==> src/rtl/spi_pkg.sv <==
// Shared constants and FSM state type for the SPI slave PHY.
package spi_pkg;

    localparam int unsigned BYTE_W = 8;
    localparam int unsigned CNT_W  = $clog2(BYTE_W);

    typedef enum logic {
        IDLE   = 1'b0,
        ACTIVE = 1'b1
    } spi_state_e;

endpackage

==> src/rtl/spi_sync_edge.sv <==
// Multi-flop synchronizer for one asynchronous input, with rise/fall detection
// against a one-cycle-delayed copy of the synchronized level.
module spi_sync_edge #(
    parameter int unsigned STAGES    = 2,
    parameter logic        RESET_VAL = 1'b0
) (
    input  logic clk,
    input  logic rst_n,
    input  logic d_i,
    output logic rise_c,
    output logic fall_c
);

    logic [STAGES-1:0] sync_q;
    logic              prev_q;

    always_ff @(posedge clk or negedge rst_n) begin
        if (!rst_n) begin
            sync_q <= {STAGES{RESET_VAL}};
            prev_q <= RESET_VAL;
        end else begin
            sync_q <= {sync_q[STAGES-2:0], d_i};
            prev_q <= sync_q[STAGES-1];
        end
    end

    assign rise_c =  sync_q[STAGES-1] & ~prev_q;
    assign fall_c = ~sync_q[STAGES-1] &  prev_q;

endmodule

==> src/rtl/spi_slave_phy.sv <==
// SPI mode-0 slave PHY, MSB first, oversampled in the clk domain, with an
// RX valid/ready stream (overrun drop) and a one-entry TX holding register.
module spi_slave_phy
    import spi_pkg::*;
#(
    parameter int unsigned       SYNC_STAGES = 2,
    parameter logic [BYTE_W-1:0] IDLE_BYTE   = 8'h00
) (
    input  logic              clk,
    input  logic              rst_n,
    input  logic              sclk,
    input  logic              cs_n,
    input  logic              mosi,
    output logic              miso,
    output logic [BYTE_W-1:0] rx_data,
    output logic              rx_valid,
    input  logic              rx_ready,
    input  logic [BYTE_W-1:0] tx_data,
    input  logic              tx_valid,
    output logic              tx_ready,
    output logic              rx_overrun,
    output logic              busy
);

    spi_state_e             state_q, state_d;
    logic [CNT_W-1:0]       bit_cnt_q, bit_cnt_d;
    logic [BYTE_W-1:0]      rx_shift_q, rx_shift_d;
    logic [BYTE_W-1:0]      tx_shift_q, tx_shift_d;
    logic                   done_q, done_d;
    logic [BYTE_W-1:0]      rx_data_q, rx_data_d;
    logic                   rx_valid_q, rx_valid_d;
    logic                   overrun_q, overrun_d;
    logic [BYTE_W-1:0]      hold_q, hold_d;
    logic                   hold_empty_q, hold_empty_d;
    logic [SYNC_STAGES-1:0] mosi_sync_q;
    logic                   mosi_s;
    logic                   sclk_rise, sclk_fall, cs_rise, cs_fall;
    logic                   load_c;

    spi_sync_edge #(.STAGES(SYNC_STAGES), .RESET_VAL(1'b0)) u_sclk_sync (
        .clk    (clk),
        .rst_n  (rst_n),
        .d_i    (sclk),
        .rise_c (sclk_rise),
        .fall_c (sclk_fall)
    );

    spi_sync_edge #(.STAGES(SYNC_STAGES), .RESET_VAL(1'b1)) u_cs_sync (
        .clk    (clk),
        .rst_n  (rst_n),
        .d_i    (cs_n),
        .rise_c (cs_rise),
        .fall_c (cs_fall)
    );

    // mosi only needs a level, aligned with the sclk synchronizer depth
    always_ff @(posedge clk or negedge rst_n) begin
        if (!rst_n) begin
            mosi_sync_q <= '0;
        end else begin
            mosi_sync_q <= {mosi_sync_q[SYNC_STAGES-2:0], mosi};
        end
    end

    assign mosi_s = mosi_sync_q[SYNC_STAGES-1];

    always_ff @(posedge clk or negedge rst_n) begin
        if (!rst_n) begin
            state_q      <= IDLE;
            bit_cnt_q    <= '0;
            rx_shift_q   <= '0;
            tx_shift_q   <= '0;
            done_q       <= 1'b0;
            rx_data_q    <= '0;
            rx_valid_q   <= 1'b0;
            overrun_q    <= 1'b0;
            hold_q       <= '0;
            hold_empty_q <= 1'b1;
        end else begin
            state_q      <= state_d;
            bit_cnt_q    <= bit_cnt_d;
            rx_shift_q   <= rx_shift_d;
            tx_shift_q   <= tx_shift_d;
            done_q       <= done_d;
            rx_data_q    <= rx_data_d;
            rx_valid_q   <= rx_valid_d;
            overrun_q    <= overrun_d;
            hold_q       <= hold_d;
            hold_empty_q <= hold_empty_d;
        end
    end

    always_comb begin
        state_d      = state_q;
        bit_cnt_d    = bit_cnt_q;
        rx_shift_d   = rx_shift_q;
        tx_shift_d   = tx_shift_q;
        done_d       = 1'b0;
        rx_data_d    = rx_data_q;
        rx_valid_d   = rx_valid_q;
        overrun_d    = 1'b0;
        hold_d       = hold_q;
        hold_empty_d = hold_empty_q;
        load_c       = 1'b0;

        case (state_q)
            IDLE: begin
                if (cs_fall) begin
                    state_d   = ACTIVE;
                    bit_cnt_d = '0;
                    load_c    = 1'b1;
                end
            end
            ACTIVE: begin
                if (cs_rise) begin
                    state_d   = IDLE;
                    bit_cnt_d = '0;
                end else begin
                    if (sclk_rise) begin
                        rx_shift_d = {rx_shift_q[BYTE_W-2:0], mosi_s};
                        bit_cnt_d  = CNT_W'(bit_cnt_q + CNT_W'(1));
                        done_d     = (bit_cnt_q == CNT_W'(BYTE_W - 1));
                    end
                    if (sclk_fall) begin
                        if (bit_cnt_q == '0) begin
                            load_c = 1'b1;
                        end else begin
                            tx_shift_d = {tx_shift_q[BYTE_W-2:0], 1'b0};
                        end
                    end
                end
            end
            default: state_d = IDLE;
        endcase

        // Loading consumes a pending byte; acceptance only happens when empty
        if (load_c) begin
            tx_shift_d   = hold_empty_q ? IDLE_BYTE : hold_q;
            hold_empty_d = 1'b1;
        end
        if (tx_valid && hold_empty_q) begin
            hold_d       = tx_data;
            hold_empty_d = 1'b0;
        end

        if (rx_valid_q && rx_ready) begin
            rx_valid_d = 1'b0;
        end
        if (done_q) begin
            if (rx_valid_q && !rx_ready) begin
                overrun_d = 1'b1;
            end else begin
                rx_data_d  = rx_shift_q;
                rx_valid_d = 1'b1;
            end
        end
    end

    assign busy       = (state_q == ACTIVE);
    assign miso       = busy & tx_shift_q[BYTE_W-1];
    assign rx_data    = rx_data_q;
    assign rx_valid   = rx_valid_q;
    assign rx_overrun = overrun_q;
    assign tx_ready   = hold_empty_q;

endmodule
==> config.mk <==
export PLATFORM = sky130hd
export DESIGN_NAME = spi_slave_phy
export DESIGN_NICKNAME = d
export VERILOG_FILES = /design/src/rtl/spi_pkg.sv /design/src/rtl/spi_sync_edge.sv /design/src/rtl/spi_slave_phy.sv
export SDC_FILE = /design/constraint.sdc
export NUM_CORES = 1
export LEC_CHECK = 0
export CELL_PAD_IN_SITES_DETAIL_PLACEMENT = 0
export CELL_PAD_IN_SITES_GLOBAL_PLACEMENT = 1
export CORE_MARGIN = 2
export CORE_UTILIZATION = 40
export DETAILED_ROUTE_END_ITERATION = 8
export PLACE_DENSITY = 0.77
export SLEW_MARGIN = 5
export SYNTH_ARGS = -nofsm -noshare
export SYNTH_HDL_FRONTEND = slang
export SYNTH_HIERARCHICAL = 1
export SYNTH_SLANG_ARGS = --single-unit
==> constraint.sdc <==
create_clock -name clk -period 2 [get_ports clk]
set_input_delay 0.3 -clock clk [delete_from_list [all_inputs] [get_ports clk]]
set_output_delay 0.3 -clock clk [all_outputs]
set_load 0.01 [all_outputs]
# Word level (Yosys, flattened, before mapping)
# Cells that the tools add are included.
# word_totals
elab_cells	72
regBits	48
# op_classes
add_sub_neg	1
n_reduce_logical	12
eq_ne	5
bitwise_logic	12
n_mux	27
# op_table
operator	n
two-way mux 8 bit	6
two-way mux 1 bit	15
two-way mux 3 bit	3
NOT 1 bit	7
case mux 3 bit (2 select lines)	1
nonzero test 2 bit	3
bitwise AND 1 bit	5
inequality test 2 bit, second input constant	2
case mux 1 bit (2 select lines)	2
AND reduction 2 bit	2
AND reduction 4 bit	1
adder 3 x 1 -> 3 bit, second input constant	1
equality test 3 bit, second input constant	1
logical AND 1 bit	3
zero test 3 bit	1
inequality test 3 x 1 -> 1 bit, second input constant	1
AND reduction 3 bit	1
inequality test 2 x 1 -> 1 bit, second input constant	1
zero test 1 bit	1

# Longest topological paths before layout
# Gate-level depths: netlist of run 1.
# depth
depth_word	7
mapped_depth	6

# Cells and area by module
# Netlist of run 1, hierarchy kept.
# modules_own_cells
module	area_per_inst_um2	instances	cells_per_inst
spi_slave_phy	1747.9	1	135
spi_sync_edge at u_cs_sync	93.8	1	5
spi_sync_edge at u_sclk_sync	90.1	1	5

# Worst setup path before layout of run 1
# No wires, ideal clock.
# synth_timing
path_kind	register to register
start	register u_cs_sync.sync_q[1]
end	register tx_shift_q[1]
t_arrival_ns	1.421
setup_slack_ns	0.451
stages_incl_launch_ff	7
cell_sequence	dfstp_2 -> and2b_2 -> nor2b_1 -> buf_2 -> buf_2 -> o211ai_1 -> a31oi_1
# synth_via
elab_chain_len	6
elab_cells_between_ends	12
cone_classes	eq/ne: 2; mux: 4; bitwise: 3; reduce/logical: 3
# synth_lines
element	line_no	text
start, declared	spi_sync_edge.sv:14	logic [STAGES-1:0] sync_q;
start signal, assigned	spi_sync_edge.sv:19	sync_q <= {STAGES{RESET_VAL}};
start signal, assigned	spi_sync_edge.sv:22	sync_q <= {sync_q[STAGES-2:0], d_i};
NOT 1 bit *	spi_sync_edge.sv:28	assign fall_c = ~sync_q[STAGES-1] & prev_q;
bitwise AND 1 bit *	spi_sync_edge.sv:28	
named net cs_fall	spi_slave_phy.sv:37	logic sclk_rise, sclk_fall, cs_rise, cs_fall;
two-way mux 1 bit *	spi_slave_phy.sv:108	if (cs_fall) begin
case mux 1 bit (2 select lines) *	spi_slave_phy.sv:106	case (state_q)
inequality test 2 bit (no line) (tied with other cells)	--	
AND reduction 4 bit (no line)	--	
end signal, assigned	spi_slave_phy.sv:83	tx_shift_q <= tx_shift_d;
end, declared	spi_slave_phy.sv:28	logic [BYTE_W-1:0] tx_shift_q, tx_shift_d;
# Mark *: on every way through the listed nets, which the timed path passes. The rest lies on a longest branch.
# A chain may end at the register's enable or synchronous reset.

# Worst setup path in the final report of run 1
# layout_timing
start	register state_q (netlist: busy)
end	output port miso
# layout_via
elab_chain_len	1
# layout_lines
element	line_no	text
start, declared	spi_slave_phy.sv:25	spi_state_e state_q, state_d;
start signal, assigned	spi_slave_phy.sv:80	state_q <= state_d;
bitwise AND 1 bit	spi_slave_phy.sv:160	assign miso = busy & tx_shift_q[BYTE_W-1];
end, declared	spi_slave_phy.sv:14	output logic miso,
# Every way passes these cells.

==> run_results.csv, run 1 <==
group,metric,value,unit
synthesis,syn_inst,145,
worst_setup_path,path_max_fanout,9,
power,p_switching,719,µW
cts,postCtsHoldBufs,0,
power,vdd_drop_max,521,µV
worst_setup_path,r2r_cells,4,
power,intPower,1.83,mW
timing,relSlewSlack,0.610,
synthesis,syn_avg_cell_area,13.3,µm²
synthesis,ys_types,28,
synthesis,synth.area.top_cells,"dfrtp_1, mux2_2, dfstp_2",
floorplanning,io_pins,28,
finish,area_delta_synth_final,21.2,%
worst_setup_path,critical_path.slowest_cell,"clkdlybuf4s50_1",
synthesis,ys_warn_count,6,
timing,fin_crit_sh,0.888,
floorplanning,fp-row-count,25,
finish,fin_nets,193,
floorplanning,initial_utilization,0.412,
finish,drive_gt1_frac,0.239,
power,pwr-share-clk,0.233,
routing,wl_per_cell,13.5,µm
power,p_sw_frac,0.282,
synthesis,yosys.area.top_type,"dfrtp_1",
grt,grt_first_pass_wirelength,5230,µm
worst_setup_path,critPathRequiredTime,1.70,ns
worst_setup_path,crit_start,"busy$_DFF_PN0_",
routing,via_per_inst,5.23,
grt,grt_pass1_vias,1145,
timing,worst_pin_slew,0.585,ns
timing,rsz0062_at_grt,"false",
finish,fill_cells,430,
timing,fmax,563,MHz
worst_setup_path,rr_startpoint,"u_cs_sync/sync_q[1]$_DFF_PN1_",
synthesis,synth_top_area_share,0.570,
worst_setup_path,critPathKind,"reg2out",
place,placed_cells,222,
power,cellLeakagePower,1.05,nW
place,place_hpwl,2190,µm
cts,cts_resized,0,
cts,cts_made_buffers,5,
grt,grt.overflow.total,0,
floorplanning,floorplan.core_area,4690,µm²
worst_setup_path,crit_path_end_kind,"primary output",
cts,cts_tree,"yes",
floorplanning,die_height,73.5,µm
timing,hold_viol_final,0,
routing,drt-pass1-iter-count,4,
synthesis,seq_area_frac_synth,0.624,
routing,via_count,1202,
cts,cts_setup_buffers,0,
place,gp_congestion,0.732,
worst_setup_path,critPathMaxStageDelay,0.53,ns
routing,post-route-drc-count,0,
timing,finalSetupViolations,0,
flow_run,maxCapViolCount,0,
cts,clkSinkCount,48,
routing,routed_wl,3110,µm
status,status,"completed",
floorplanning,die_w,73.5,µm
timing,post-route-min-period,1.78,ns
worst_setup_path,ff2ff_setup_slack,0.32,ns
grt,grt_max_degree,49,
worst_setup_path,start_kind,"flop",
routing,drt_iter0_drc,54,
cts,clk_pin_slew,0.09,ns
power,pwr-share-comb,0.221,
cts,cts_max_level,2,
synthesis,synth_nets,163,
grt,grtUsageTotal,0.128,
timing,slew_violations,0,
power,powerDensity,1090,nW/µm²
synthesis,synth-seq-cells,48,
routing,antenna_left,0,
worst_hold_path,hold_path_class,"in2async",
worst_setup_path,r2r_end,"tx_shift_q[1]$_DFFE_PN0P_",
cts,root_buffer,"clkbuf_8",
cts,cts_buffer_depth,2,
place,portBuffers,27,
grt,antenna_found_initial,0,
synthesis,syn-cell-area,1930,µm²
floorplanning,die-area,5400,µm²
power,seqPwrFrac,0.546,
worst_setup_path,cp.arrival,1.48,ns
finish,n_antenna_cell,0,
timing,setup_tns,0,ns
worst_setup_path,timing.critical_path.cells,"and2_1 > clkdlybuf4s50_1",
timing,finClkSkew,0.00658,ns
cts,clock_latency,0.29,ns
finish,stdcell_count,230,
==> flip-flops by register name (all words and copies together), names as in the netlist, 2 cells and up <==
signal / count
hold_q: 8
rx_data: 8
rx_shift_q: 8
tx_shift_q: 8
bit_cnt_q: 3
mosi_sync_q: 2
u_cs_sync/sync_q: 2
u_sclk_sync/sync_q: 2
==> synthesized netlist by cell type, drive strengths merged <==
cell type   n
a21o        1
a22o        1
a31oi       7
a32o        1
and2        2
and2b       2
and3b       1
buf         4
clkbuf      2
dfrtp      44
dfstp       4
ha          3
inv         5
mux2       25
mux2i       1
nand2       5
nand2b      4
nand3       7
nand3b      1
nor2        3
nor2b       4
nor3        7
o211ai      7
o21a        1
o21ai       1
o22ai       1
or2         1
==> worst max path at each step <==
stage	slack, ns	endpoint
floorplan	0.45	tx_shift_q[1]$_DFFE_PN0P_
global placement	0.38	rx_data[7]$_DFFE_PN0P_
detailed placement	0.34	rx_data[2]$_DFFE_PN0P_
CTS	0.20	miso
global route	0.11	miso
finish	0.22	miso
==> critical path: cells and delay by family (launching register included) <==
kind	cells	cell delay [ns]
DFF	1	0.49
buffers and inverters	1	0.53
and+or+nand+nor	1	0.16
==> kinds of logic after synthesis <==
family,Yosys count,share of synthesized area
compound gates,20,0.0732
simple gates,37,0.105
mux,26,0.151
buf+inv,11,0.0272
flops,48,0.624
fa+ha+maj,3,0.0194
==> area by class of cell <==
class                      instances  area [µm²]  area share
clock inverter                     2        13.8     0.00588
clock buffer                       6        82.6      0.0353
multi-input combinational         86         673       0.287
inverter                           5        18.8     0.00801
sequential                        48        1210       0.515
timing repair buffer              29         280       0.120
tap                               54        67.6      0.0288
==> placed cells by master (no fill, tap or decap) <==
cell,instances
a21o_1,1
a22o_1,1
a31oi_1,7
a32o_1,1
and2_1,2
and2b_2,2
and3b_1,1
buf_2,1
buf_4,2
clkbuf_8,6
clkdlybuf4s50_1,26
clkinv_2,1
dfrtp_1,44
dfstp_2,4
ha_1,3
inv_1,5
inv_6,1
mux2_2,25
mux2i_1,1
nand2_1,5
nand2b_1,4
nand3_1,7
nand3b_1,1
nor2_1,3
nor2b_1,4
nor3_1,7
o211ai_1,7
o21a_1,1
o21ai_0,1
o22ai_1,1
or2_0,1
==> layer usage <==
layer	vias to the layer above	GRT usage	share of wire
met5	-	0	0
met4	0	0.0424	0.0068
met3	2	0.0453	0.044
met2	34	0.185	0.47
met1	593	0.179	0.48
li1	573	-	-
==> per-stage QoR <==
stage                     power [mW]  instance area (µm²)  hold WS, ns  utilization  worst slack (ns)
final                           2.55                 2340       0.0815        0.499             0.224
after global routing            2.71                 2340        0.128        0.499             0.110
after CTS                       2.57                 2340        0.104        0.499             0.203
after detailed placement        1.98                 2250        0.336        0.479             0.343
after global placement          1.94                 2250        0.332        0.479             0.378
after floorplan                 1.77                 1930      0.00441            -             0.451
==> power groups by stage <==
stage / Clock [mW] / Sequential (mW) / Combinational, mW
2_1_floorplan: 0 / 1.36 / 0.413
3_3_place_gp: 0 / 1.40 / 0.540
3_5_place_dp: 0 / 1.41 / 0.567
4_1_cts: 0.615 / 1.39 / 0.567
5_1_grt: 0.658 / 1.43 / 0.631
6_report: 0.595 / 1.39 / 0.562
Note: power is estimated with default switching activity, not from simulation.
==> run 2, diff against run 1 <==
CELL_PAD_IN_SITES_DETAIL_PLACEMENT = 1   (was 0)
CORE_MARGIN = unset   (was 2)
CORE_UTILIZATION = 43   (was 40)
PLACE_DENSITY = 0.82   (was 0.77)
==> run 2 against run 1 <==
  * Core utilization increased by 4.7 points
  * Highest routed layer unchanged
  * Register-to-register slack got worse by 0.12 ns
  * Clock skew increased by 0.0036 ns
  * Largest power group unchanged
==> run_results.csv, run 2 (synthesis results as in run 1) <==
group,metric,value,unit
routing,wl_per_cell,17.3,µm
worst_setup_path,crit_path_end_kind,"primary output",
floorplanning,initial_utilization,0.447,
place,post-place-ws,0.142,ns
cts,cts_setup_buffers,0,
floorplanning,io_pins,28,
finish,area_delta_synth_final,22.2,%
timing,relSlewSlack,0.600,
power,powerDensity,1150,nW/µm²
place,place_hpwl,2840,µm
timing,hold_slack,0.0648,ns
cts,clock_latency,0.31,ns
finish,final_util,0.546,
place,gp_congestion,0.742,
worst_setup_path,critPathKind,"reg2out",
timing,rsz0062_at_grt,"false",
timing,hold_viol_final,0,
routing,drt-pass1-iter-count,4,
finish,layout_common_cells,"dfrtp_1, clkdlybuf4s50_1, mux2_2",
timing,worst_pin_slew,0.600,ns
floorplanning,fp-row-count,24,
cts,cts_made_buffers,5,
flow_run,maxCapViolCount,0,
floorplanning,floorplan.core_area,4320,µm²
timing,setup_tns,0,ns
timing,finClkSkew,0.0102,ns
finish,stdcell_count,228,
cts,root_buffer,"clkbuf_8",
finish,fin_nets,193,
routing,via_per_inst,5.40,
place,placed_cells,220,
worst_setup_path,path_max_fanout,9,
power,cellLeakagePower,1.05,nW
cts,cts_max_level,2,
timing,finalSetupViolations,0,
worst_setup_path,critPathMaxStageDelay,0.55,ns
grt,grt_max_degree,49,
timing,fmax,537,MHz
grt,grt.overflow.total,0,
grt,grt_first_pass_wirelength,6820,µm
worst_setup_path,critPathRequiredTime,1.70,ns
timing,fin_crit_sh,0.931,
routing,routed_wl,3950,µm
grt,antenna_found_initial,0,
routing,post-route-drc-count,0,
timing,worst_slack,0.138,ns
worst_setup_path,start_kind,"flop",
cts,cts_buffer_depth,2,
timing,post-route-min-period,1.86,ns
finish,drive_gt1_frac,0.244,
worst_setup_path,critPathBufInv,1,
status,status,"completed",
floorplanning,die-area,4760,µm²
finish,n_antenna_cell,0,
worst_setup_path,critical_path.slowest_cell,"dfrtp_1",
power,vdd_drop_max,566,µV
place,portBuffers,27,
routing,antenna_left,0,
worst_setup_path,timing.critical_path.cells,"and2_1 > clkdlybuf4s50_1",
grt,grtUsageTotal,0.186,
cts,cts_tree,"yes",
floorplanning,die_height,69.0,µm
routing,via_count,1232,
timing,slew_violations,0,
floorplanning,die_w,69.0,µm
worst_setup_path,crit_family,"flip-flops",
worst_setup_path,cp.arrival,1.56,ns
routing,drt_iter0_drc,32,
cts,clkSinkCount,48,
finish,fill_cells,462,
grt,grt_pass1_vias,1400,
finish,layout_commonest_cell,"dfrtp_1",
worst_hold_path,hold_path_class,"in2async",
cts,clk_pin_slew,0.09,ns
==> run 2: cell count changes in the layout (fill, tap and decap cells not counted) <==
cell	previous run	this run
clkinv_2	1	0
clkinvlp_4	0	1
nor2b_2	0	1
bufinv_16	0	1
clkbuf_8	6	5
nor2b_1	4	3
==> run 2: final timing paths <==
path,depth (start not counted),end,start,slack [ns]
setup reg to reg,4,tx_shift_q[3]$_DFFE_PN0P_,u_cs_sync/sync_q[1]$_DFF_PN1_,0.20
max in group asynchronous,2,hold_q[4]$_DFFE_PN0P_,rst_n,1.51
setup / recovery,2,miso,busy$_DFF_PN0_,0.14
hold / removal,2,rx_data[6]$_DFFE_PN0P_,rst_n,0.06
hold reg to reg,0,u_sclk_sync/sync_q[1]$_DFF_PN0_,u_sclk_sync/sync_q[0]$_DFF_PN0_,0.36
min in group clk,0,u_sclk_sync/sync_q[1]$_DFF_PN0_,u_sclk_sync/sync_q[0]$_DFF_PN0_,0.36
==> run 2: per-layer routing <==
layer,global-route usage,up-vias,share of wire
met3,0.0365,12,0.027
met2,0.313,29,0.52
li1,-,570,-
met4,0.0907,0,0.023
met5,0,-,0
met1,0.228,621,0.43
==> run 2: layout make-up <==
| type | count | area (µm²) | area share |
|---|---|---|---|
| inverters | 5 | 18.8 | 0.00795 |
| clock inverters | 3 | 46.3 | 0.0196 |
| multi-input cells | 86 | 676 | 0.286 |
| clock buffers | 5 | 68.8 | 0.0291 |
| repair buffers | 29 | 280 | 0.119 |
| flip-flops and latches | 48 | 1210 | 0.511 |
| well taps | 52 | 65.1 | 0.0276 |
==> run 2: what timing repair did <==
action / CTS / global route
resized for setup: 0 / 1
endpoints found under the setup margin: 0 / 1
hold buffers: 0 / 0
==> run 2: report_power, final <==
part           total, mW  switching, mW  internal (mW)  leakage (nW)
sequential          1.42          0.186           1.23         0.599
clock              0.723          0.346          0.377        0.0548
combinational      0.584          0.267          0.318         0.400
total               2.73          0.799           1.93          1.05
==> run 2: through the flow <==
step	power [mW]	area [µm²]
after floorplan	1.77	1930
after global placement	1.94	2240
after detailed placement	2.02	2240
after CTS	2.75	2360
after global routing	2.87	2360
final	2.73	2360
